<file path="src/rtl/arb_grant_xfer.sv">
// Grant-to-transfer stage: captures the granted port's payload on a one-hot arbiter grant and
// offers it on a single valid/ready master port, then pulses a one-cycle ack back to that port.
// Latency: grant -> m_valid_o 1 cycle; handshake -> ack_o 1 cycle; min capture spacing 4 cycles.
// Backpressure: payload is held while m_ready_i=0; req_mask_o closes the arbiter until IDLE.
//
// Ports:
//   clk_i, rst_ni      clock (rising edge) and asynchronous active-low reset
//   gnt_i              registered one-hot grant from the arbiter
//   data_i             per-port payloads, port k at [k*DATA_W +: DATA_W]
//   req_mask_o         request gate back to the arbiter (all 1s only in IDLE)
//   m_valid_o/m_ready_i/m_data_o/m_id_o   master payload interface
//   ack_o              one-hot completion pulse to the winning port
//   busy_o             transfer outstanding (SEND or ACK)
//   err_o              sticky: a multi-hot grant was observed in IDLE
//   xfer_cnt_o         completed-transfer count, wraps modulo 2^CNT_W

module arb_grant_xfer #(
    parameter int NUM_PORTS = 5,
    parameter int DATA_W    = 32,
    parameter int IDX_W     = $clog2(NUM_PORTS),
    parameter int CNT_W     = 16
) (
    input  logic                        clk_i,
    input  logic                        rst_ni,
    input  logic [NUM_PORTS-1:0]        gnt_i,
    input  logic [NUM_PORTS*DATA_W-1:0] data_i,
    output logic [NUM_PORTS-1:0]        req_mask_o,
    output logic                        m_valid_o,
    input  logic                        m_ready_i,
    output logic [DATA_W-1:0]           m_data_o,
    output logic [IDX_W-1:0]            m_id_o,
    output logic [NUM_PORTS-1:0]        ack_o,
    output logic                        busy_o,
    output logic                        err_o,
    output logic [CNT_W-1:0]            xfer_cnt_o
);

    typedef enum logic [1:0] {
        ST_IDLE = 2'd0,
        ST_SEND = 2'd1,
        ST_ACK  = 2'd2
    } state_t;

    state_t r_state;
    state_t w_state_nxt;

    logic                 r_valid;
    logic [DATA_W-1:0]    r_data;
    logic [IDX_W-1:0]     r_id;
    logic [NUM_PORTS-1:0] r_ack;
    logic                 r_busy;
    logic                 r_err;
    logic [CNT_W-1:0]     r_cnt;

    logic                 w_valid_nxt;
    logic [DATA_W-1:0]    w_data_nxt;
    logic [IDX_W-1:0]     w_id_nxt;
    logic [NUM_PORTS-1:0] w_ack_nxt;
    logic                 w_busy_nxt;
    logic                 w_err_nxt;
    logic [CNT_W-1:0]     w_cnt_nxt;

    // Grant decode: population count, encoded index and selected payload.
    // Index and payload are only meaningful when the grant is exactly one-hot.
    logic [IDX_W:0]       w_gnt_pop;
    logic [IDX_W-1:0]     w_gnt_idx;
    logic [DATA_W-1:0]    w_gnt_dat;
    logic                 w_gnt_onehot;
    logic                 w_gnt_multi;

    always_comb begin
        w_gnt_pop = '0;
        w_gnt_idx = '0;
        w_gnt_dat = '0;
        for (int k = 0; k < NUM_PORTS; k++) begin
            if (gnt_i[k]) begin
                w_gnt_pop = w_gnt_pop + (IDX_W+1)'(1);
                w_gnt_idx = IDX_W'(k);
                w_gnt_dat = data_i[k*DATA_W +: DATA_W];
            end
        end
    end

    assign w_gnt_onehot = (w_gnt_pop == (IDX_W+1)'(1));
    assign w_gnt_multi  = (w_gnt_pop >  (IDX_W+1)'(1));

    // Next-state and next-output decode.
    always_comb begin
        w_state_nxt = r_state;
        w_valid_nxt = r_valid;
        w_data_nxt  = r_data;
        w_id_nxt    = r_id;
        w_ack_nxt   = '0;
        w_busy_nxt  = r_busy;
        w_err_nxt   = r_err;
        w_cnt_nxt   = r_cnt;

        unique case (r_state)
            ST_IDLE: begin
                if (w_gnt_onehot) begin
                    w_data_nxt  = w_gnt_dat;
                    w_id_nxt    = w_gnt_idx;
                    w_valid_nxt = 1'b1;
                    w_busy_nxt  = 1'b1;
                    w_state_nxt = ST_SEND;
                end else if (w_gnt_multi) begin
                    w_err_nxt = 1'b1;
                end
            end
            ST_SEND: begin
                // gnt_i is deliberately not looked at here: the first SEND cycle
                // can carry a stale grant issued while the mask was still open.
                if (r_valid && m_ready_i) begin
                    w_valid_nxt = 1'b0;
                    for (int k = 0; k < NUM_PORTS; k++) begin
                        w_ack_nxt[k] = (IDX_W'(k) == r_id);
                    end
                    // Count lands together with the ack so both are visible in ACK.
                    w_cnt_nxt   = r_cnt + CNT_W'(1);
                    w_state_nxt = ST_ACK;
                end
            end
            ST_ACK: begin
                w_busy_nxt  = 1'b0;
                w_state_nxt = ST_IDLE;
            end
            default: begin
                w_valid_nxt = 1'b0;
                w_busy_nxt  = 1'b0;
                w_state_nxt = ST_IDLE;
            end
        endcase
    end

    always_ff @(posedge clk_i or negedge rst_ni) begin
        if (!rst_ni) begin
            r_state <= ST_IDLE;
            r_valid <= 1'b0;
            r_data  <= '0;
            r_id    <= '0;
            r_ack   <= '0;
            r_busy  <= 1'b0;
            r_err   <= 1'b0;
            r_cnt   <= '0;
        end else begin
            r_state <= w_state_nxt;
            r_valid <= w_valid_nxt;
            r_data  <= w_data_nxt;
            r_id    <= w_id_nxt;
            r_ack   <= w_ack_nxt;
            r_busy  <= w_busy_nxt;
            r_err   <= w_err_nxt;
            r_cnt   <= w_cnt_nxt;
        end
    end

    // Mask stays closed through ACK so the arbiter's registered grant is 0
    // in the first IDLE cycle after a transfer.
    assign req_mask_o = (r_state == ST_IDLE) ? {NUM_PORTS{1'b1}} : {NUM_PORTS{1'b0}};

    assign m_valid_o  = r_valid;
    assign m_data_o   = r_data;
    assign m_id_o     = r_id;
    assign ack_o      = r_ack;
    assign busy_o     = r_busy;
    assign err_o      = r_err;
    assign xfer_cnt_o = r_cnt;

endmodule

</file>
<file path="config.mk">
export PLATFORM = sky130hd
export DESIGN_NAME = arb_grant_xfer
export DESIGN_NICKNAME = d
export VERILOG_FILES = /design/src/rtl/arb_grant_xfer.sv
export SDC_FILE = /design/constraint.sdc
export NUM_CORES = 1
export LEC_CHECK = 0
export CAP_MARGIN = 10
export CORE_MARGIN = 3
export CORE_UTILIZATION = 41
export CTS_CLUSTER_SIZE = 12
export DETAILED_ROUTE_END_ITERATION = 6
export PLACE_DENSITY = 0.91
export SLEW_MARGIN = 25
export SYNTH_ARGS = -nofsm -noshare
export SYNTH_HDL_FRONTEND = slang
export SYNTH_SLANG_ARGS = --single-unit
</file>
<file path="constraint.sdc">
create_clock -name clk_i -period 4.4 [get_ports clk_i]
set_clock_uncertainty 0.05 [all_clocks]
set_input_delay 0.88 -clock clk_i [delete_from_list [all_inputs] [get_ports clk_i]]
set_output_delay 0.88 -clock clk_i [all_outputs]
set_load 0.03 [all_outputs]
</file>
==> results.sh, run 1 <==
export IMPL_synthArstFlopShare=1.00
export IMPL_yosys_warnings=0
export IMPL_syn_num_nets=537
export IMPL_cap_violations=0
export IMPL_seqPwrFrac=0.315
export IMPL_met3_usage=0.0847
export IMPL_multi_input_area_um2=2020
export IMPL_tightest_slew_ns=0.836
export IMPL_syn_area_um2=3760
export IMPL_die_area_um2=10400
export IMPL_die_x_um=102
export IMPL_post_cts_buffers=0
export IMPL_grt_use_total=0.257
export IMPL_rsz0062_at_grt="false"
export IMPL_ctsHoldBuffers=0
export IMPL_h_tree_depth=3
export IMPL_cp_required_ns=4.55
export IMPL_final_common_cell="clkdlybuf4s50_1"
export IMPL_status="finished, final reports clean"
export IMPL_hold_viol_final=0
export IMPL_port_buffer_count=231
export IMPL_seq_area_frac_synth=0.406
export IMPL_post_drt_wl_per_cell_um=19.3
export IMPL_post_drt_via_cell_ratio=5.74
export IMPL_final_cell_area_um2=6270
export IMPL_reg2reg_to="xfer_cnt_o[13]$_DFFE_PN0P_"
export IMPL_synth_edf_count=0
export IMPL_post_cts_resized=0
export IMPL_p_sw_mw=1.16
export IMPL_ys_types=42
export IMPL_rrSetupSlack_ns=2.44
export IMPL_route_detailed_drc=0
export IMPL_r2r_cells=7
export IMPL_drtAntennaViolNets=0
export IMPL_avgSynthCellArea_um2=10.4
export IMPL_area_growth_pct=66.8
export IMPL_power_leakage_nw=2.46
export IMPL_p_per_area_nw_per_um2=457
export IMPL_drtIter0Drc=174
export IMPL_clock_latency_ns=0.33
export IMPL_period_share=0.924
export IMPL_holdWs_ns=0.427
export IMPL_antenna_found_initial=0
export IMPL_cts_root_buffer="clkbuf_8"
export IMPL_cts_buffer_depth=2
export IMPL_synthCells=363
export IMPL_worstSetupEndpointType="flop"
export IMPL_setup_ws_ns=0.334
export IMPL_grt_use_met2=0.466
export IMPL_totalWireLength_um=13300
export IMPL_core_um2=8810
export IMPL_critical_path_class="in2reg"
export IMPL_rr_startpoint="r_state[1]$_DFFE_PN0P_"
export IMPL_ios=232
export IMPL_fp_dieH_um=102
export IMPL_pwr_share_comb=0.538
export IMPL_cts_clk_slew_worst_paths_ns=0.06
export IMPL_dpl_cell_area_um2=6110
export IMPL_fin_crit_ns=4.07
export IMPL_hold_class="reg2reg"
export IMPL_ys_ff_latch=61
export IMPL_dp_cells=677
export IMPL_seq_area_um2=1530
export IMPL_rows=34
export IMPL_tns_ns=0
export IMPL_peakVddDrop_mv=0.431
export IMPL_min_to="err_o$_DFFE_PN0P_"
export IMPL_fmax_mhz=246
export IMPL_fillCellCount=627
export IMPL_grt_ovfl_total=0
export IMPL_hold_path_cell_count=1
export IMPL_layout_nets=754
export IMPL_swShare=0.404
export IMPL_max_slew_margin=0.440
export IMPL_top_usage_layer="met2"
export IMPL_dp_slack_ns=0.0223
export IMPL_grt_pass1_wl_um=20500
export IMPL_setup_viol=0
export IMPL_grt_pass1_vias=4162
export IMPL_grt_max_degree=66
export IMPL_n_antenna_cell=0
export IMPL_cts_tree="built"
export IMPL_route_vias_total=3971
export IMPL_cts_inserted_buffers=9
export IMPL_final_max_slew_viol_count=0
export IMPL_p_clk_frac=0.147
export IMPL_start_util=0.427
export IMPL_cp_max_fo=16
export IMPL_startpoint_type="input pin"
export IMPL_gp_congestion=0.900
export IMPL_layout_cells_non_filler=692
export IMPL_layout_drive_gt1_share=0.0908
export IMPL_cts_sinks=61
export IMPL_p_int_mw=1.71
export IMPL_firstDrtPassIters=5
export IMPL_min_from="err_o$_DFFE_PN0P_"
export IMPL_use_met1=0.278
export IMPL_synth_main_ff_cell="dfrtp_1"
export IMPL_most_common_layout_cells="clkdlybuf4s50_1 (228), a22oi_1 (64), dfrtp_1 (61), o211ai_1 (32), o21a_1 (32)"
export IMPL_dp_hpwl_um=10300
export IMPL_worstPathArrival_ns=4.22
-- cells by family (layout without fill, tap and decap cells) --
logic type / after synthesis / after routing / share of synthesized area
flops: 61 / 61 / 0.406
fa+ha+maj: 6 / 6 / 0.0200
xor+xnor: 19 / 19 / 0.0443
mux: 36 / 36 / 0.107
compound gates: 137 / 137 / 0.273
buf+inv: 44 / 265 / 0.0593
simple gates: 60 / 60 / 0.0902
-- registers in the layout, indices dropped and copies added, names as in the netlist --
signal / count
m_id_o: 3
xfer_cnt_o: 16
r_state: 2
busy_o: 1
err_o: 1
m_valid_o: 1
ack_o: 5
m_data_o: 32
-- cell type report --
class / instances / share of cell area
clock inverters: 5 / 0.00439
inverters: 8 / 0.00479
well taps: 108 / 0.0215
multi-input cells: 258 / 0.322
repair buffers: 242 / 0.381
flip-flops and latches: 61 / 0.243
clock buffers: 10 / 0.0219
-- routing by layer --
layer / up-vias / routed length (um)
li1: 1816 / -
met1: 1907 / 4680
met2: 231 / 6950
met3: 17 / 1450
met4: 0 / 257
met5: - / 0
-- how the worst max path moves through the flow --
| stage | startpoint | depth (start not counted) | to |
|---|---|---|---|
| floorplan | gnt_i[3] | 13 | m_data_o[20]$_DFFE_PN0P_ |
| global placement | gnt_i[0] | 13 | m_data_o[26]$_DFFE_PN0P_ |
| detailed placement | gnt_i[0] | 12 | m_id_o[2]$_DFFE_PN0P_ |
| CTS | gnt_i[0] | 12 | m_id_o[2]$_DFFE_PN0P_ |
| global route | gnt_i[0] | 12 | m_data_o[31]$_DFFE_PN0P_ |
| finish | gnt_i[0] | 12 | m_id_o[2]$_DFFE_PN0P_ |
-- power groups by stage --
| stage | Clock (mW) | Sequential, mW | Combinational (mW) |
|---|---|---|---|
| finish | 0.420 | 0.903 | 1.54 |
| detailed placement | 0 | 0.906 | 1.55 |
| global route | 0.461 | 0.933 | 1.63 |
| CTS | 0.428 | 0.903 | 1.55 |
| global placement | 0 | 0.897 | 1.51 |
| floorplan | 0 | 1.27 | 0.474 |
-- synth_stat cells, drive strengths merged, types with 7 or more instances --
master | instances | area [um^2]
a22oi | 64 | 480
dfrtp | 61 | 1530
mux2 | 34 | 383
o211ai | 32 | 240
o21a | 32 | 240
clkbuf | 22 | 82.6
buf | 14 | 110
nand2 | 14 | 52.6
xnor2 | 12 | 105
nor2 | 11 | 41.3
inv | 7 | 26.3
xor2 | 7 | 61.3
-- through the flow --
step | utilization | power [mW]
floorplan | - | 1.75
global placement | 0.693 | 2.41
detailed placement | 0.693 | 2.45
CTS | 0.712 | 2.88
global route | 0.712 | 3.02
finish | 0.712 | 2.86
-- critical path: stages --
cell and delay (ns):
clkdlybuf4s50_1 0.55, inv_1 0.09, ha_1 0.40, xnor2_1 0.17, xnor2_1 0.29, ha_1 0.23, nand2_1 0.08, or4_1 0.52
nand3_1 0.12, and4_2 0.27, buf_4 0.25, mux2_1 0.36
Power figures use the tool's default switching activity.
==> run 2: changes to the inputs <==
--- a/config.mk
+++ b/config.mk
@@ -10,7 +10,7 @@
 export CORE_UTILIZATION = 41
 export CTS_CLUSTER_SIZE = 12
 export DETAILED_ROUTE_END_ITERATION = 6
-export PLACE_DENSITY = 0.91
+export PLACE_DENSITY = 0.88
 export SLEW_MARGIN = 25
 export SYNTH_ARGS = -nofsm -noshare
 export SYNTH_HDL_FRONTEND = slang
==> run 2 against run 1 <==
Non-clock buffer count is the same. Highest routed layer unchanged. Global-route usage decreased by 0.33 points. Largest cell class unchanged. Routed wire length rose by 0.83%. Critical path type unchanged. Fmax shrank 1.3%. Critical endpoint is now m_data_o[7]$_DFFE_PN0P_.
==> results.sh, run 2 (same netlist as run 1, synthesis figures left out) <==
export IMPL_status="finished, final reports clean"
export IMPL_cts_buffer_depth=2
export IMPL_cts_inserted_buffers=9
export IMPL_n_antenna_cell=0
export IMPL_rows=34
export IMPL_startpoint_type="input pin"
export IMPL_antenna_found_initial=0
export IMPL_largest_register_ff_count=32
export IMPL_grt_max_degree=45
export IMPL_most_common_layout_cells="clkdlybuf4s50_1 (228), a22oi_1 (64), dfrtp_1 (61), o211ai_1 (32), o21a_1 (32)"
export IMPL_layout_nets=754
export IMPL_fin_crit_ns=4.12
export IMPL_start_util=0.427
export IMPL_cts_root_buffer="clkbuf_8"
export IMPL_dp_slack_ns=-0.000753
export IMPL_max_slew_margin=0.407
export IMPL_drtIter0Drc=190
export IMPL_rsz0062_at_grt="false"
export IMPL_die_area_um2=10400
export IMPL_cts_sinks=61
export IMPL_die_x_um=102
export IMPL_final_common_cell="clkdlybuf4s50_1"
export IMPL_route_vias_total=3929
export IMPL_fillCellCount=635
export IMPL_critPathSlowestCell="clkdlybuf4s50_1"
export IMPL_layout_drive_gt1_share=0.0923
export IMPL_grt_ovfl_total=0
export IMPL_core_um2=8810
export IMPL_drtAntennaViolNets=0
export IMPL_dp_cells=677
export IMPL_fp_dieH_um=102
export IMPL_swShare=0.396
export IMPL_seqPwrFrac=0.303
export IMPL_grt_pass1_wl_um=20300
export IMPL_pwr_share_comb=0.513
export IMPL_tns_ns=0
export IMPL_post_drt_via_cell_ratio=5.67
export IMPL_p_sw_mw=1.19
export IMPL_post_cts_buffers=0
export IMPL_grt_use_total=0.254
export IMPL_hold_class="reg2reg"
export IMPL_finish_utilization=0.719
export IMPL_fmax_mhz=243
export IMPL_cts_clk_slew_worst_paths_ns=0.07
export IMPL_setup_ws_ns=0.281
export IMPL_post_cts_resized=0
export IMPL_grt_pass1_vias=4100
export IMPL_path_buf_inv=3
export IMPL_area_growth_pct=68.4
export IMPL_power_leakage_nw=2.48
export IMPL_totalWireLength_um=13400
export IMPL_ios=232
export IMPL_dpl_cell_area_um2=6110
export IMPL_port_buffer_count=231
export IMPL_cp_required_ns=4.56
export IMPL_critPathTopFamily="simple AND/OR/NAND/NOR gates"
export IMPL_period_share=0.936
export IMPL_final_cell_area_um2=6330
export IMPL_clock_latency_ns=0.33
export IMPL_hold_viol_final=0
export IMPL_firstDrtPassIters=5
export IMPL_cp_max_fo=26
export IMPL_route_detailed_drc=0
export IMPL_tightest_slew_ns=0.886
export IMPL_cts_tree="built"
export IMPL_peakVddDrop_mv=0.345
export IMPL_ctsHoldBuffers=0
export IMPL_post_drt_wl_per_cell_um=19.4
export IMPL_cap_violations=0
export IMPL_p_int_mw=1.81
export IMPL_worstPathCellList="clkdlybuf4s50_1, inv_1, ha_1, xnor2_1, xnor2_1, ha_1, nand2_1, or4_1, nand3_1, and4_2, buf_12, mux2_2"
export IMPL_gp_congestion=0.841
export IMPL_critical_path_class="in2reg"
export IMPL_p_per_area_nw_per_um2=475
export IMPL_p_clk_frac=0.185
export IMPL_worstSetupEndpointType="flop"
export IMPL_setup_viol=0
export IMPL_cpPeakStageDelay_ns=0.60
export IMPL_dp_hpwl_um=10500
export IMPL_h_tree_depth=3
export IMPL_worstPathArrival_ns=4.28
export IMPL_final_max_slew_viol_count=0
export IMPL_layout_cells_non_filler=693
[run 2: through the flow]
stage | power [mW] | hold slack, ns
2_1_floorplan | 1.75 | 0.472
3_3_place_gp | 2.42 | 0.389
3_5_place_dp | 2.46 | 0.415
4_1_cts | 3.03 | 0.425
5_1_grt | 3.15 | 0.439
6_report | 3.01 | 0.423
[run 2: final cells by class]
class                      count  area [um^2]  share of cell area
timing repair buffer         242         2390               0.378
multi-input combinational    258         2020               0.319
sequential                    61         1530               0.241
tap                          108          135              0.0214
clock buffer                   9          124              0.0196
clock inverter                 7         98.8              0.0156
inverter                       8         30.0             0.00474
[run 2: routing by layer]
metal | wire [um] | vias to the layer above | global-route usage
met5 | 0 | - | 0
li1 | - | 1819 | -
met1 | 4870 | 1850 | 0.272
met2 | 6640 | 223 | 0.448
met3 | 1510 | 37 | 0.0957
met4 | 431 | 0 | 0.106
[run 2: worst paths after layout]
check	start	endpoint	slack, ns	depth (start not counted)
max in group asynchronous	rst_ni	m_data_o[13]$_DFFE_PN0P_	2.90	2
min in group asynchronous	rst_ni	m_data_o[1]$_DFFE_PN0P_	0.47	1
hold / removal	xfer_cnt_o[15]$_DFFE_PN0P_	xfer_cnt_o[15]$_DFFE_PN0P_	0.42	1
setup reg to reg	r_state[1]$_DFFE_PN0P_	xfer_cnt_o[13]$_DFFE_PN0P_	2.45	7
hold reg to reg	xfer_cnt_o[15]$_DFFE_PN0P_	xfer_cnt_o[15]$_DFFE_PN0P_	0.42	1
setup / recovery	gnt_i[1]	m_data_o[7]$_DFFE_PN0P_	0.28	12
[run 2: power by group through the flow]
| stage | Combinational [mW] | Clock [mW] | Sequential [mW] |
|---|---|---|---|
| 3_3_place_gp | 1.51 | 0 | 0.907 |
| 6_report | 1.54 | 0.555 | 0.910 |
| 5_1_grt | 1.62 | 0.591 | 0.941 |
| 2_1_floorplan | 0.474 | 0 | 1.27 |
| 4_1_cts | 1.55 | 0.567 | 0.910 |
| 3_5_place_dp | 1.54 | 0 | 0.916 |
